[src/rtl/div_pkg.sv]
// Shared definitions for the sequential divider (div_seq).
// Holds the FSM state type, the default operand width and sizing helpers.
package div_pkg;

    typedef enum logic [1:0] {
        IDLE = 2'd0,
        RUN  = 2'd1,
        FIX  = 2'd2
    } state_t;

    localparam int DEFAULT_WIDTH = 32;

    // Cycles from the start sample to the done cycle for a normal operation.
    function automatic int latency(input int width);
        return width + 2;
    endfunction

    // Bits needed by the iteration counter.
    function automatic int cnt_width(input int width);
        return $clog2(width + 1);
    endfunction

endpackage

[src/rtl/div_step.sv]
// One restoring division iteration, purely combinational.
// Shifts {rem,quot} left by one, trial-subtracts the divisor from the
// partial remainder and keeps the difference when it is non-negative.
module div_step
    import div_pkg::*;
#(
    parameter int WIDTH = DEFAULT_WIDTH
) (
    input  logic [WIDTH:0]   rem,
    input  logic [WIDTH-1:0] quot,
    input  logic [WIDTH-1:0] divisor,
    output logic [WIDTH:0]   next_rem,
    output logic [WIDTH-1:0] next_quot
);

    logic [WIDTH+1:0] shifted;
    logic [WIDTH+1:0] diff;
    logic             fits;

    // Trial subtraction; the top bit of diff acts as the borrow.
    always_comb begin
        shifted = {rem, quot[WIDTH-1]};
        diff    = shifted - {2'b00, divisor};
        fits    = ~diff[WIDTH+1];
        if (fits) begin
            next_rem  = diff[WIDTH:0];
            next_quot = {quot[WIDTH-2:0], 1'b1};
        end else begin
            next_rem  = shifted[WIDTH:0];
            next_quot = {quot[WIDTH-2:0], 1'b0};
        end
    end

endmodule

[src/rtl/div_seq.sv]
// Multi-cycle restoring integer divider, one quotient bit per clock.
// Signed or unsigned per operation; start/done handshake; lo = quotient,
// hi = remainder, exception = divide-by-zero for the last completed op.
// Build option: DIV_ZERO_FAST_EN completes a zero-divisor request in one
// cycle without entering RUN; otherwise it takes the full latency.
//
// Handshake: start is sampled only in IDLE; the operands and is_signed are
// captured on that edge. done is a one-cycle pulse in the cycle where
// lo/hi/exception carry the new result; start may be high in that cycle.
module div_seq
    import div_pkg::*;
#(
    parameter int WIDTH = DEFAULT_WIDTH
) (
    input  logic             clk,
    input  logic             reset,
    input  logic             start,
    input  logic             is_signed,
    input  logic [WIDTH-1:0] Data_a,
    input  logic [WIDTH-1:0] Data_b,
    output logic [WIDTH-1:0] lo,
    output logic [WIDTH-1:0] hi,
    output logic             busy,
    output logic             done,
    output logic             exception
);

    localparam int CNT_W = cnt_width(WIDTH);
    localparam logic [CNT_W-1:0] LAST_STEP = CNT_W'(WIDTH - 1);

    state_t           state;
    logic [CNT_W-1:0] count;
    logic [WIDTH:0]   rem;
    logic [WIDTH-1:0] quot;
    logic [WIDTH-1:0] divisor;
    logic             neg_q;
    logic             neg_r;
    logic             zero_div;

    logic [WIDTH-1:0] mag_a;
    logic [WIDTH-1:0] mag_b;
    logic             fast_zero;
    logic [WIDTH:0]   step_rem;
    logic [WIDTH-1:0] step_quot;
    logic [WIDTH-1:0] q_fix;
    logic [WIDTH-1:0] r_fix;

`ifdef DIV_ZERO_FAST_EN
    assign fast_zero = (Data_b == '0);
`else
    assign fast_zero = 1'b0;
`endif

    // Operand magnitudes; only signed negative operands are negated.
    always_comb begin
        mag_a = (is_signed && Data_a[WIDTH-1]) ? -Data_a : Data_a;
        mag_b = (is_signed && Data_b[WIDTH-1]) ? -Data_b : Data_b;
    end

    // Sign correction of the unsigned result applied in FIX.
    always_comb begin
        q_fix = neg_q ? -quot : quot;
        r_fix = neg_r ? -rem[WIDTH-1:0] : rem[WIDTH-1:0];
    end

    div_step #(
        .WIDTH(WIDTH)
    ) u_step (
        .rem       (rem),
        .quot      (quot),
        .divisor   (divisor),
        .next_rem  (step_rem),
        .next_quot (step_quot)
    );

    // Control FSM with registered outputs and datapath registers.
    always_ff @(posedge clk) begin
        if (reset) begin
            state     <= IDLE;
            count     <= '0;
            rem       <= '0;
            quot      <= '0;
            divisor   <= '0;
            neg_q     <= 1'b0;
            neg_r     <= 1'b0;
            zero_div  <= 1'b0;
            lo        <= '0;
            hi        <= '0;
            busy      <= 1'b0;
            done      <= 1'b0;
            exception <= 1'b0;
        end else begin
            done <= 1'b0;
            case (state)
                IDLE: begin
                    if (start && fast_zero) begin
                        // Zero divisor resolved immediately; lo/hi untouched.
                        done      <= 1'b1;
                        exception <= 1'b1;
                    end else if (start) begin
                        rem       <= '0;
                        quot      <= mag_a;
                        divisor   <= mag_b;
                        neg_q     <= is_signed & (Data_a[WIDTH-1] ^ Data_b[WIDTH-1]);
                        neg_r     <= is_signed & Data_a[WIDTH-1];
                        zero_div  <= (Data_b == '0);
                        count     <= '0;
                        exception <= 1'b0;
                        busy      <= 1'b1;
                        state     <= RUN;
                    end
                end
                RUN: begin
                    rem   <= step_rem;
                    quot  <= step_quot;
                    count <= count + 1'b1;
                    if (count == LAST_STEP) begin
                        state <= FIX;
                    end
                end
                FIX: begin
                    if (!zero_div) begin
                        lo <= q_fix;
                        hi <= r_fix;
                    end
                    exception <= zero_div;
                    done      <= 1'b1;
                    busy      <= 1'b0;
                    state     <= IDLE;
                end
                default: begin
                    state <= IDLE;
                    busy  <= 1'b0;
                end
            endcase
        end
    end

endmodule

[config.mk]
export PLATFORM = sky130hd
export DESIGN_NAME = div_seq
export DESIGN_NICKNAME = d
export VERILOG_FILES = /design/src/rtl/div_pkg.sv /design/src/rtl/div_step.sv /design/src/rtl/div_seq.sv
export SDC_FILE = /design/constraint.sdc
export NUM_CORES = 1
export LEC_CHECK = 0
export CAP_MARGIN = 40
export CORE_MARGIN = 3
export CORE_UTILIZATION = 51
export CTS_CLUSTER_DIAMETER = 200
export DETAILED_ROUTE_END_ITERATION = 7
export PLACE_DENSITY_LB_ADDON = 0.12
export SETUP_SLACK_MARGIN = 0.3
export SYNTH_ARGS = -nofsm -noshare
export SYNTH_HDL_FRONTEND = slang
export SYNTH_SLANG_ARGS = --single-unit
[constraint.sdc]
create_clock -name clk -period 2.8 [get_ports clk]
set_input_delay 0.42 -clock clk [delete_from_list [all_inputs] [get_ports clk]]
set_output_delay 0.42 -clock clk [all_outputs]
set_load 0.005 [all_outputs]
==> results of run 1 <==
## critical path, cell delays in order, from the launching register on
cell	delay [ps]
dfxtp_2	320
or4_4	530
or3_4	350
or3_4	340
or3_4	390
buf_4	140
buf_6	110
buf_6	130
o41ai_4	290
xor2_1	270
a211oi_1	140
## worst max path at each step
| stage | startpoint | end | depth (start not counted) |
|---|---|---|---|
| finish | rem[6]$_SDFFE_PP0P_ | hi[24]$_SDFFE_PP0P_ | 10 |
| global route | rem[6]$_SDFFE_PP0P_ | hi[24]$_SDFFE_PP0P_ | 10 |
| CTS | rem[6]$_SDFFE_PP0P_ | hi[28]$_SDFFE_PP0P_ | 8 |
| detailed placement | Data_a[8] | quot[30]$_SDFFE_PP0P_ | 10 |
| global placement | Data_a[8] | quot[30]$_SDFFE_PP0P_ | 10 |
| floorplan | rem[6]$_SDFFE_PP0P_ | hi[28]$_SDFFE_PP0P_ | 8 |
## where the power goes
group          switching [W]  internal (W)
registers           0.000124       0.00261
logic                0.00202       0.00196
clock network        0.00115       0.00121
## state kept, by name (all words and copies together) (netlist names), 2 cells and up
register / cells
quot: 32
divisor: 32
rem: 33
state: 2
hi: 32
lo: 32
count: 6
## cell families after synthesis
kind of cell	Yosys count	synth area share (%)
AO/OA/AOI/OAI	407	26.1
XOR/XNOR	141	11.7
adder cells (fa/ha/maj)	38	4.59
buffers and inverters	137	4.88
flip-flops	175	33.3
multiplexers	7	0.677
AND/OR/NAND/NOR	433	18.7
## layer usage
metal  part of all wire, %  track usage (%)  vias to the layer above
li1                      -                -                     5446
met1                    43             40.5                     5324
met2                    46             43.4                      560
met3                   8.6             4.03                       82
met4                   2.4             8.51                        0
met5                     0                0                        -
## stage by stage
step	util, %	power (W)	setup TNS [ps]	worst slack (ps)
2_1_floorplan	-	0.00438	-440	-186
3_3_place_gp	67.9	0.00526	-6170	-514
3_5_place_dp	67.9	0.00532	-7750	-550
4_1_cts	76.2	0.00844	-1360	-216
5_1_grt	79.5	0.00942	-5280	-387
6_report	79.5	0.00907	-2670	-356
## cells in the final DEF (no fill, tap or decap), types with 39 or more instances in the layout
master	count
xor2_1	94
nor2_1	182
a211oi_1	84
nand2_1	90
clkdlybuf4s50_1	125
xnor2_1	41
dfxtp_1	150
a21oi_1	61
inv_1	43
buf_4	176
o21ai_0	39
## cell type report
type | instances | area [um^2]
Fill cell | 1285 | 4060
Sequential cell | 175 | 3540
Timing Repair Buffer | 361 | 3400
Clock inverter | 14 | 139
Clock buffer | 18 | 439
Tap cell | 265 | 332
Multi-Input combinational cell | 1026 | 7730
Inverter | 52 | 195
## repair_timing
action / in CTS / in global routing
buffers inserted: 40 / 16
resized for setup: 180 / 137
pin swaps: 95 / 94
endpoints found under the setup margin: 65 / 85
gates cloned: 4 / 0
==> run metrics, run 1 <==
outcome finished with violations; failing checks negative setup slack; CTS tree yes; Leakage Power between 6 and 7 nW; fin. max-slew vios 0; R2R Path End hi[24]$_SDFFE_PP0P_; # diodes 0; flop-to-flop setup slack -360 ps; Hold Buf Count CTS 0; Hold Path Origin Data_b[4]; register area share after synthesis approximately 33%; Avg WL per Cell 18.1 um; post-synthesis average cell area about 7.9 um^2; Synth Instances about 1.3k; pin slew with the least headroom to its limit about 1100 ps; pwr/cell area 575 nW/um^2; Clk pin slew, worst setup/hold paths roughly 70 ps; synth top area cells dfxtp_1 33%, xor2_1 8.1%, nor2_1 7.2%; Root Buffer clkbuf_16; core area 19800 um^2; P&R area growth vs syn 49.8%; total die area between 20000 and 25000 um^2; Residual DRC 0; Final Hold Viols 0; synthesis warning total 0; Hold Crit Class input pin to flop; grt total ovfl 0; CP arrival around 3400 ps; Sink Count around 180; setup violators final 22; initial core utilization 53.1%; RSZ-0062 raised after global routing yes; Global Route Usage Sum between 20% and 30%; final instance area between 15000 and 20000 um^2; Hold WS ~450 ps; top-level I/O count ~140; fmax roughly 320 MHz; nets approximately 1.7k; CP Launch Type flop; input/output buffers ~130; critical path fanouts, max 4; Synth Flop Type dfxtp_1; antenna-violating nets left 0; Worst R2R Path Depth 10; Peak supply drop approximately 0.49 mV; row count 51; number of H-tree levels 4; GPL Wtd Cong 0.918; Post-synth top cells 202 x nor2_1, 175 x dfxtp_1, 103 x nand2_1; hold path depth 4; Synth async-reset ratio 0%; Mapped Nets between 1k and 1.5k; Synth top area share between 30 and 40%; first-pass GRT wire length 51200 um; Crit. End Element flop; DRT iter0 DRCs about 1.4k; DP Area about 13000 um^2; CP Class flop to flop; Worst EP required between 3000 and 4000 ps; synthesized area roughly 11000 um^2; Worst Hold Path EP divisor[4]$_SDFFE_PP0P_; post-DP HPWL about 22000 um; final wirelength between 30000 and 40000 um; Synth Register Bits about 180; worst skew pair latency 440 ps; Clock Skew 11.8 ps; fin crit period 3160 ps; Max-slew headroom roughly 26%; most frequent cell after synthesis nor2_1; Pre-antenna DRT Iters 7; Num CTS Buffers 17; number of antenna violations at the first check in global routing 0; worst-case clock buffer depth 2; largest net degree at the start of global routing 95; Synth area leader dfxtp_1; Period Utilization, post-route 113%; Max-cap violations 0; worst r2r src rem[6]$_SDFFE_PP0P_; Final Non-Filler Cells 1911; DP Cell Count between 1.5k and 2k; layout cell share with drive strength beyond 1 about 30%; vias in the first global route slightly above 10k; Post-synth EDFFs 0; Die X roughly 150 um; synth unique cells 60; Die Y 150 um; Worst Slack Setup Final -356 ps; via count 11.4k; Via density 5.97
No activity file was read; power rests on OpenSTA's default activity.
==> run 2: changes to the inputs <==
--- a/config.mk
+++ b/config.mk
@@ -11,7 +11,7 @@
 export CTS_CLUSTER_DIAMETER = 200
 export DETAILED_ROUTE_END_ITERATION = 7
 export PLACE_DENSITY_LB_ADDON = 0.12
-export SETUP_SLACK_MARGIN = 0.3
+export SETUP_SLACK_MARGIN = 0.5
 export SYNTH_ARGS = -nofsm -noshare
 export SYNTH_HDL_FRONTEND = slang
 export SYNTH_SLANG_ARGS = --single-unit
==> run metrics, run 2 (synthesis gave the netlist of run 1 again) <==
Die X 150 um (unchanged); initial core utilization 53.1% (unchanged); Via density 5.86 (-1.9%); core area 19800 um^2 (unchanged); pin slew with the least headroom to its limit 855 ps (-255 ps); fin crit period 3040 ps (-112 ps); failing checks design-rule violations, negative setup slack; row count 51 (unchanged); DRT iter0 DRCs 922 (-33%); layout cell share with drive strength beyond 1 31.0% (+1.7 points); Final Non-Filler Cells 1906 (-0.26%); post-DP HPWL 22300 um (+2.8%); # diodes 0 (unchanged); final instance area 15800 um^2 (about the same); Peak supply drop 0.497 mV (+1.3%); Hold Crit Class input pin to flop; vias in the first global route 10.3k (+0.49%); fin. max-slew vios 0 (unchanged); Avg WL per Cell 17.7 um (-2.3%); antenna-violating nets left 0 (unchanged); grt total ovfl 0 (unchanged); Clock Skew 13.3 ps (+1.54 ps); number of antenna violations at the first check in global routing 0 (unchanged); Residual DRC 1 (+1); CP arrival 3390 ps (-50 ps); fmax 328 MHz (+3.7%); CP Class flop to flop; commonest non-fill, non-tap cell in the layout buf_4; Total Neg Setup Slack -1460 ps (+1220 ps); setup violators final 17 (-23%); Crit. End Element flop; max reg flops 33 (unchanged); Max-slew headroom 42.9% (+17 points); input/output buffers 134 (unchanged); CP Launch Type flop; P&R area growth vs syn 49.9% (about the same); first-pass GRT wire length 51500 um (+0.58%); Die Y 150 um (unchanged); final wirelength 33800 um (-2.6%); via count 11.2k (-2.1%); Pre-antenna DRT Iters 8 (+1); Seq. cell area 3550 um^2 (+0.21%); pwr/cell area 565 nW/um^2 (-1.8%); nets 1734 (-0.29%); Num CTS Buffers 17 (unchanged); total die area 22400 um^2 (unchanged); Hold WS 399 ps (-46.9 ps); critical path fanouts, max 3 (-1); worst skew pair latency 430 ps (about the same); Global Route Usage Sum 28.2% (+0.17 points); Sink Count 175 (unchanged); top-level I/O count 135 (unchanged); Setup WS pre-CTS -609 ps (-58.8 ps); Final Hold Viols 0 (unchanged); largest net degree at the start of global routing 67 (-29%); Worst EP required 3140 ps (+60 ps); Period Utilization, post-route 109% (-4.0 points); Worst Slack Setup Final -245 ps (+112 ps); worst-case clock buffer depth 2 (unchanged); outcome finished with violations; Root Buffer clkbuf_16; commonest cells after routing, fill and taps aside 182 x buf_4, 177 x nor2_1, 146 x dfxtp_1; Leakage Power 6.08 nW (-0.36%); number of H-tree levels 4 (unchanged); Max-cap violations 0 (unchanged); Layout fillers 1327 (+3.3%); Clk pin slew, worst setup/hold paths 70 ps (about the same); DP Area 13600 um^2 (+0.63%); area of the multi-input gates 7900 um^2 (+2.2%); RSZ-0062 raised after global routing yes; DP Cell Count 1817 (-0.11%); largest register by flop count rem; GPL Wtd Cong 0.952 (+3.7%); CTS tree yes
-- run 2: path summary, 6_finish.rpt --
path | slack [ps] | cells after the start | startpoint | to
worst min-delay path | 400 | 4 | Data_b[5] | divisor[5]$_SDFFE_PP0P_
worst max-delay path | -240 | 8 | rem[6]$_SDFFE_PP0P_ | hi[28]$_SDFFE_PP0P_
worst min register to register | 460 | 2 | hi[25]$_SDFFE_PP0P_ | hi[25]$_SDFFE_PP0P_
worst max register to register | -240 | 8 | rem[6]$_SDFFE_PP0P_ | hi[28]$_SDFFE_PP0P_
-- run 2: report_power, final --
| part | leakage (nW) | internal, W | switching, W | total [W] |
|---|---|---|---|---|
| Sequential | 1.44 | 0.00261 | 0.000136 | 0.00274 |
| Clock | 0.291 | 0.00129 | 0.00110 | 0.00239 |
| Combinational | 4.35 | 0.00184 | 0.00193 | 0.00378 |
| Total | 6.08 | 0.00575 | 0.00317 | 0.00891 |
-- run 2: timing repair --
item	in CTS	in global routing
setup buffers	32	19
setup endpoints to repair	96	103
pin swaps	130	90
hold buffers	0	0
gates cloned	6	0
gates resized for setup	199	126
-- run 2: routing by layer --
| metal | vias up | global-route usage (%) | wire [um] |
|---|---|---|---|
| li1 | 5432 | - | - |
| met1 | 5239 | 39.4 | 15200 |
| met2 | 441 | 45.9 | 15800 |
| met3 | 58 | 3.69 | 2100 |
| met4 | 0 | 7.78 | 627 |
| met5 | - | 0 | 0 |
-- run 2: worst max-delay path, cell delays in order, from the launching register on --
cell,delay (ps)
dfxtp_2,320
or4_4,530
or3_4,350
or3_4,340
or3_4,390
or4_4,530
o31ai_4,200
xor2_1,90
a211oi_1,220
-- run 2: per-stage QoR --
stage | utilization (%) | total power, W
floorplan | - | 0.00443
global placement | 68.4 | 0.00525
detailed placement | 68.4 | 0.00531
CTS | 76.2 | 0.00848
global route | 79.5 | 0.00928
finish | 79.5 | 0.00891
-- run 2: cell type report --
cell class	instances	share of cell area (%)
Multi-Input combinational cell	1027	50.0
Sequential cell	175	22.5
Timing Repair Buffer	355	20.5
Clock buffer	19	2.87
Tap cell	265	2.10
Inverter	52	1.24
Clock inverter	13	0.801
